File: config.mk
export PLATFORM = sky130hd
export DESIGN_NAME = msrv32_seq_alu
export DESIGN_NICKNAME = d
export VERILOG_FILES = /design/src/rtl/msrv32_seq_alu.sv
export SDC_FILE = /design/constraint.sdc
export NUM_CORES = 1
export LEC_CHECK = 0
export ABC_AREA = 1
export ABC_CLOCK_PERIOD_IN_PS = 2100
export CAP_MARGIN = 15
export CORE_ASPECT_RATIO = 1.4
export CORE_UTILIZATION = 40
export DETAILED_ROUTE_END_ITERATION = 8
export RECOVER_POWER = 100
export SLEW_MARGIN = 20
export SYNTH_ARGS = -nofsm -noshare
export SYNTH_HDL_FRONTEND = slang
export SYNTH_SLANG_ARGS = --single-unit
export TNS_END_PERCENT = 5
File: constraint.sdc
create_clock -name ms_riscv32_mp_clk_in -period 2.1 [get_ports ms_riscv32_mp_clk_in]
set_input_delay 0.42 -clock ms_riscv32_mp_clk_in [delete_from_list [all_inputs] [get_ports ms_riscv32_mp_clk_in]]
set_output_delay 0.42 -clock ms_riscv32_mp_clk_in [all_outputs]
set_load 0.05 [all_outputs]
File: src/rtl/msrv32_seq_alu.sv
// msrv32 multi-cycle execute unit: 1-cycle RV32I ALU plus optional iterative RV32M
// (shift-add multiply, restoring divide) enabled by `define MSRV32_SEQ_ALU_MDU_EN.
module msrv32_seq_alu #(
  parameter int XLEN = 32
) (
  input  logic            ms_riscv32_mp_clk_in,
  input  logic            ms_riscv32_mp_rst_n_in,
  input  logic            valid_in,
  output logic            ready_out,
  input  logic [XLEN-1:0] op_1_in,
  input  logic [XLEN-1:0] op_2_in,
  input  logic [3:0]      opcode_in,
  input  logic            m_ext_in,
  input  logic            kill_in,
  output logic            valid_out,
  input  logic            ready_in,
  output logic [XLEN-1:0] result_out,
  output logic            busy_out
);
  localparam int SHW = $clog2(XLEN);

  typedef enum logic [1:0] {IDLE, CALC, DONE} state_t;

  state_t          state_q;
  logic            ready_q, valid_q;
  logic [XLEN-1:0] result_q;
  logic [SHW-1:0]  shamt;
  logic [XLEN-1:0] alu_res;

  assign shamt = op_2_in[SHW-1:0];

  always_comb begin
    alu_res = '0;
    case (opcode_in)
      4'b0000: alu_res = op_1_in + op_2_in;
      4'b1000: alu_res = op_1_in - op_2_in;
      4'b0010: alu_res = {{(XLEN-1){1'b0}}, $signed(op_1_in) < $signed(op_2_in)};
      4'b0011: alu_res = {{(XLEN-1){1'b0}}, op_1_in < op_2_in};
      4'b0111: alu_res = op_1_in & op_2_in;
      4'b0110: alu_res = op_1_in | op_2_in;
      4'b0100: alu_res = op_1_in ^ op_2_in;
      4'b0001: alu_res = op_1_in << shamt;
      4'b0101: alu_res = op_1_in >> shamt;
      4'b1101: alu_res = $signed(op_1_in) >>> shamt;
      default: alu_res = '0;
    endcase
  end

`ifdef MSRV32_SEQ_ALU_MDU_EN
  // acc_q/lo_q/dvs_q are shared: {hi,lo} product + multiplicand for MUL*,
  // remainder/quotient + divisor for DIV*/REM*.
  logic [2:0]      mop_q;
  logic            neg_q;
  logic [SHW-1:0]  cnt_q;
  logic [XLEN-1:0] acc_q, lo_q, dvs_q;

  logic            a_sgn, b_sgn, neg_d, div_zero, div_ovf;
  logic [XLEN-1:0] a_mag, b_mag, spec_res;

  always_comb begin
    a_sgn = 1'b0;
    b_sgn = 1'b0;
    case (opcode_in[2:0])
      3'b001, 3'b100, 3'b110: begin
        a_sgn = op_1_in[XLEN-1];
        b_sgn = op_2_in[XLEN-1];
      end
      3'b010:  a_sgn = op_1_in[XLEN-1];
      default: ;
    endcase
    a_mag    = a_sgn ? -op_1_in : op_1_in;
    b_mag    = b_sgn ? -op_2_in : op_2_in;
    neg_d    = (opcode_in[2] & opcode_in[1]) ? a_sgn : (a_sgn ^ b_sgn);
    div_zero = opcode_in[2] & (op_2_in == '0);
    div_ovf  = opcode_in[2] & ~opcode_in[0] & (&op_2_in) &
               (op_1_in == {1'b1, {(XLEN-1){1'b0}}});
    if (div_zero) spec_res = opcode_in[1] ? op_1_in : '1;
    else          spec_res = opcode_in[1] ? '0 : op_1_in;
  end

  logic [XLEN:0]     sum, shifted, diff;
  logic [XLEN-1:0]   hi_n, lo_n, div_val, fin_res;
  logic [2*XLEN-1:0] prod, prod_fix;

  always_comb begin
    sum     = {1'b0, acc_q} + (lo_q[0] ? {1'b0, dvs_q} : '0);
    shifted = {acc_q, lo_q[XLEN-1]};
    diff    = shifted - {1'b0, dvs_q};
    if (mop_q[2]) begin
      if (!diff[XLEN]) begin
        hi_n = diff[XLEN-1:0];
        lo_n = {lo_q[XLEN-2:0], 1'b1};
      end else begin
        hi_n = shifted[XLEN-1:0];
        lo_n = {lo_q[XLEN-2:0], 1'b0};
      end
    end else begin
      hi_n = sum[XLEN:1];
      lo_n = {sum[0], lo_q[XLEN-1:1]};
    end
    prod     = {hi_n, lo_n};
    prod_fix = neg_q ? -prod : prod;
    div_val  = mop_q[1] ? hi_n : lo_n;
    if (mop_q[2])             fin_res = neg_q ? -div_val : div_val;
    else if (mop_q[1:0] == 0) fin_res = prod_fix[XLEN-1:0];
    else                      fin_res = prod_fix[2*XLEN-1:XLEN];
  end

  assign busy_out = (state_q == CALC);
`else
  assign busy_out = 1'b0;
`endif

  always_ff @(posedge ms_riscv32_mp_clk_in or negedge ms_riscv32_mp_rst_n_in) begin
    if (!ms_riscv32_mp_rst_n_in) begin
      state_q  <= IDLE;
      ready_q  <= 1'b1;
      valid_q  <= 1'b0;
      result_q <= '0;
`ifdef MSRV32_SEQ_ALU_MDU_EN
      mop_q    <= '0;
      neg_q    <= 1'b0;
      cnt_q    <= '0;
      acc_q    <= '0;
      lo_q     <= '0;
      dvs_q    <= '0;
`endif
    end else if (kill_in) begin
      state_q <= IDLE;
      ready_q <= 1'b1;
      valid_q <= 1'b0;
    end else begin
      case (state_q)
        IDLE: if (valid_in) begin
          ready_q <= 1'b0;
`ifdef MSRV32_SEQ_ALU_MDU_EN
          if (m_ext_in && !div_zero && !div_ovf) begin
            state_q <= CALC;
            cnt_q   <= SHW'(XLEN-1);
            mop_q   <= opcode_in[2:0];
            neg_q   <= neg_d;
            acc_q   <= '0;
            lo_q    <= a_mag;
            dvs_q   <= b_mag;
          end else if (m_ext_in) begin
            state_q  <= DONE;
            valid_q  <= 1'b1;
            result_q <= spec_res;
          end else
`endif
          begin
            state_q  <= DONE;
            valid_q  <= 1'b1;
            result_q <= m_ext_in ? '0 : alu_res;
          end
        end
`ifdef MSRV32_SEQ_ALU_MDU_EN
        CALC: begin
          acc_q <= hi_n;
          lo_q  <= lo_n;
          cnt_q <= cnt_q - 1'b1;
          if (cnt_q == '0) begin
            state_q  <= DONE;
            valid_q  <= 1'b1;
            result_q <= fin_res;
          end
        end
`endif
        DONE: if (ready_in) begin
          state_q <= IDLE;
          ready_q <= 1'b1;
          valid_q <= 1'b0;
        end
        default: begin
          state_q <= IDLE;
          ready_q <= 1'b1;
          valid_q <= 1'b0;
        end
      endcase
    end
  end

  assign ready_out  = ready_q;
  assign valid_out  = valid_q;
  assign result_out = result_q;

endmodule
# == Word level (Yosys, flattened, before mapping) ==
# Index checks and enable logic that the tools add are counted.
# classes
eq_ne,12
addsub,2
n_shift,3
bitwise_logic,4
reduce_logical,4
muxes,14
n_lt_le_gt_ge,2
# op_table
operator,count
$pmux 32 s10,1
$lt 32x32->1,2
$add 32x32->32,1
$and 32x32->32,1
$mux 32,1
$or 32x32->32,1
$shl 32x5->32,1
$shr 32x5->32,1
$sshr 32x5->32,1
$sub 32x32->32,1
$xor 32x32->32,1
$eq 4x3->1 const B,4
$eq 4x2->1 const B,2
$eq 4x4->1 const B,2
$mux 1,6
$mux 2,3
$ne 3x3->1 const B,2
$eq 4x1->1 const B,1
$logic_not 4->1,1
$pmux 1 s2,2
$pmux 2 s2,1
$reduce_and 3->1,1
$eq 2x2->1 const B,1
$logic_not 2->1,1
other kinds (2),2
# totals
output_inout_bits,35
elab_cells,45
input_bits,74
reg_bits,36

# == Depth between registers and ports, before layout ==
# logic_depth
depth_word,3
depth_mapped,21
depth_no_buf,18

# == Worst setup path after synthesis ==
# Ideal clock, no wire load.
# synth_path
path_kind,input to register
startpoint,input port op_2_in[4]
endpoint,"register result_q[0], in the netlist result_out[0]"
path_buffers,3
setup_time_ns,0.118
t_arrival_ns,2.524
path_stages,17
required_ns,1.982
setup_slack_ns,-0.542
path_cell_list,clkinv_1 clkbuf_1 buf_1 ha_1 buf_2 nor2_1 nand4_1 nand2_1 nand2_1 nand3_1 nand2_1 nand2_1 nor2_1 nor2_1 nand2_1 nand2_1 nand2_1
# synth_between
elab_chain_len,3
# synth_lines
item,line,source
from (decl),11,"input logic [XLEN-1:0] op_2_in,"
$lt 32x32->1 (tied with other cells),38,"4'b0011: alu_res = {{(XLEN-1){1'b0}}, op_1_in < op_2_in};"
$pmux 32 s10 (*),34,case (opcode_in)
$mux 32 (*),154,result_q <= m_ext_in ? '0 : alu_res;
to (signal assigned),154,
to (decl),26,logic [XLEN-1:0] result_q;
# Every way passes the cells marked *; elsewhere a longest branch is shown, timed or not.
# A chain may end at the register's enable or synchronous reset.

# == Worst setup path after layout ==
# layout_path
startpoint,input port op_1_in[10]
endpoint,"register result_q[15], in the netlist result_out[15]"
# layout_between
elab_chain_len,3
# layout_lines
item,line,source
from (decl),10,"input logic [XLEN-1:0] op_1_in,"
$sub 32x32->32 (tied with other cells),36,4'b1000: alu_res = op_1_in - op_2_in;
$pmux 32 s10 (*),34,
$mux 32 (*),154,
# Marked as above.

==> run summary <==
GP Congestion: 1.08
flop2flop setup slack: 0.59 ns
Compound-Gate Fraction of Synth Area: 11.0%
DRT antenna net count: 0
final wirelength: 71400 um
number of global-route vias before repair: 17800
Synth Cell Area: 11600 um2
Netlist cell types: 52
NumNets Final: 3021
reg2reg start: valid_out$_DFFE_PN0P_
vias post-DR: 18400
Post-Syn Nets: 2450
fmax: 467 MHz
total CTS buffers: 5
FF-to-FF End: result_out[13]$_DFFE_PN0P_
RSZ-0062 raised after global routing: yes
post-route minimum period: 2.14 ns
Synth Area in XOR/XNOR: 0.303%
starting density of the core: 40.7%
hold_sp: result_out[9]$_DFFE_PN0P_
Port Buffers: 107
die area: 29600 um2
root buffer cell: clkbuf_16
initial drt markers: 1655
layout cells sized above 1: 40.9%
outcome: finished, violations left
Util after Layout: 68.7%
largest fanout on the critical path: 4
post-synth top area share: 27.8%
maximum number of pins on one net before global-route repair: 37
cell taking the most area after synthesis: nand2_1
clk slew on worst S/H paths: 0.06 ns
number of sinks on the clock net: 34
Tightest Pin Transition: 0.982 ns
Pwr per Cell Area: 353 nW/um2
Worst EP arrival: 2.33 ns
skew final: 0.00716 ns
placed wire-length estimate: 55900 um
ys async rst share: 100%
Die H: 203 um
worst vdd ir: 0.385 mV
Layout fillers: 2609
DR pass1 iterations: 8
final hold violation count: 0
Slew Limit Fails: 0
min-delay worst type: reg2reg
Max Cap Violations: 0
row count: 73
Synth Register Bits: 34
mux share of post-synthesis cell area: 0%
Worst Path Required: 2.29 ns
final worst setup slack: -0.0426 ns
core footprint: 28400 um2
ranking of synthesized cells by area: nand2_1 (28%), nand3_1 (17%), ha_1 (11%), inv_1 (9.4%), dfrtp_1 (7.1%)
clk buf depth: 2
main combinational cell family by area after synthesis: simple AND/OR/NAND/NOR gates
DRC Markers: 0
sequential area share after synthesis: 7.37%
Setup Viol. Count Final: 9
total grt overflow: 0
max_slew headroom: 34.5%
R2R depth: 9
global-route usage over all layers: 45.6%
post-DR vias/cell: 5.70
Post-Synth Simple-Gate Area: 55.9%
IO Pins: 109
CP Capture Type: register
first-pass GRT wire length: 102000 um
Post-synth EDFFs: 0
cell with the most instances after synthesis: nand2_1
CTS tree: yes
CP Launch Type: primary input
drt wl/cell: 22.2 um
Final Cycle Share: 102%
Top FF cell, synth: dfrtp_1
Hold Crit Depth: 2
failing checks: negative setup slack
top cells by count, synth: nand2_1 (856), nand3_1 (395), inv_1 (289), nor2_1 (169), ha_1 (100)
Tot Pwr: 6.89 mW
Worst Hold Endpoint: result_out[9]$_DFFE_PN0P_
Max H-tree Level: 2
warnings from Yosys: 0
area share of fa/ha/maj cells after synthesis: 11.2%
leakage: 10.5 nW
Setup CP Type: in2reg
Die W: 146 um
cells after synthesis: 2274
initial antenna violation count: 1
Area Overhead vs Synth: 68.7%
worst skew pair latency: 0.30 ns
Post-Syn Area per Cell: 5.08 um2
Hold WS: 0.479 ns
## cell families after synthesis
logic type | after synthesis
flip-flops | 34
AND/OR/NAND/NOR | 1518
other | 1
adder cells (fa/ha/maj) | 102
AO/OA/AOI/OAI | 219
buffers and inverters | 396
XOR/XNOR | 4
## power breakdown
part           switching (mW)  leakage [nW]  internal [mW]
registers              0.0525         0.462          0.710
logic                    3.12          9.92           2.11
clock network           0.335        0.0760          0.560
## critical path, stage by stage
cell and delay (ns):
buf_4 0.14, buf_4 0.17, ha_1 0.22, inv_1 0.08, nand2_1 0.19, inv_1 0.12, nand2_2 0.08, nand2_1 0.09
nand2_2 0.07, inv_1 0.05, o21ai_1 0.06, buf_4 0.18, o21ai_1 0.21, nand3_4 0.13, nand2_1 0.08, nand2_1 0.05
## per-layer routing
| layer | wire length, um | GRT usage [%] | share of wire (%) | vias to the layer above |
|---|---|---|---|---|
| met5 | 0 | 0 | 0 | - |
| met4 | 8010 | 38.2 | 11 | 0 |
| met3 | 5590 | 6.60 | 7.8 | 386 |
| met2 | 32900 | 78.2 | 46 | 1062 |
| met1 | 24900 | 49.8 | 35 | 8465 |
| li1 | - | - | - | 8449 |
## layout make-up
class / count / area [um2] / share of cell area (%)
Antenna cell: 1 / 2.50 / 0.0128
Clock buffer: 5 / 125 / 0.641
Clock inverter: 3 / 45.0 / 0.231
Inverter: 302 / 1210 / 6.20
Multi-Input combinational cell: 1844 / 11300 / 58.0
Sequential cell: 34 / 852 / 4.37
Tap cell: 375 / 469 / 2.41
Timing Repair Buffer: 657 / 5470 / 28.0
Timing Repair inverter: 1 / 11.3 / 0.0577
## worst max-delay path by stage
stage	startpoint	end	slack, ns	cells after the start
finish	op_1_in[10]	result_out[15]$_DFFE_PN0P_	-0.04	16
global route	op_1_in[10]	result_out[31]$_DFFE_PN0P_	-0.18	18
CTS	op_1_in[9]	result_out[11]$_DFFE_PN0P_	-0.05	16
detailed placement	op_1_in[12]	result_out[20]$_DFFE_PN0P_	-1.23	14
global placement	op_1_in[12]	result_out[20]$_DFFE_PN0P_	-1.28	14
floorplan	op_2_in[4]	result_out[11]$_DFFE_PN0P_	-0.09	19
## flip-flops by register name, summed over array words and instances, names as in the netlist
signal,count
ready_out,1
result_out,32
valid_out,1
## placed cells by master, fill, tap and decap left out, types with 23 or more instances in the layout
| cell type | count |
|---|---|
| nand3_2 | 37 |
| ha_1 | 58 |
| a21oi_2 | 31 |
| buf_4 | 492 |
| dfrtp_1 | 33 |
| clkbuf_2 | 26 |
| nand4_1 | 28 |
| nor2_2 | 47 |
| ha_4 | 33 |
| clkdlybuf4s50_1 | 35 |
| nand2_2 | 146 |
| o211ai_1 | 23 |
| o21ai_0 | 24 |
| nand2_4 | 39 |
| o21ai_1 | 38 |
| nor2_1 | 86 |
| nand3_1 | 352 |
| a21oi_1 | 39 |
| nand2_1 | 674 |
| inv_1 | 202 |
| buf_6 | 43 |
| inv_2 | 86 |
| nor2_4 | 44 |
## through the flow
step / TNS, ns / cells / worst slack (ns) / area (um2)
after floorplan: -0.681 / 2274 / -0.0913 / 11700
after global placement: -29.79 / 3156 / -1.28 / 16500
after CTS: -0.485 / 3183 / -0.0503 / 18100
after detailed placement: -30.02 / 3156 / -1.23 / 16500
after global routing: -2.01 / 3222 / -0.180 / 19500
final: -0.207 / 3222 / -0.0426 / 19500
## repair_timing
item,CTS,global route
gates resized for setup,485,464
buffers inserted,18,34
setup endpoints to repair,33,32
gates cloned,1,4
pin swaps,83,170
hold buffers,0,0
(Power assumes the default switching activity.)
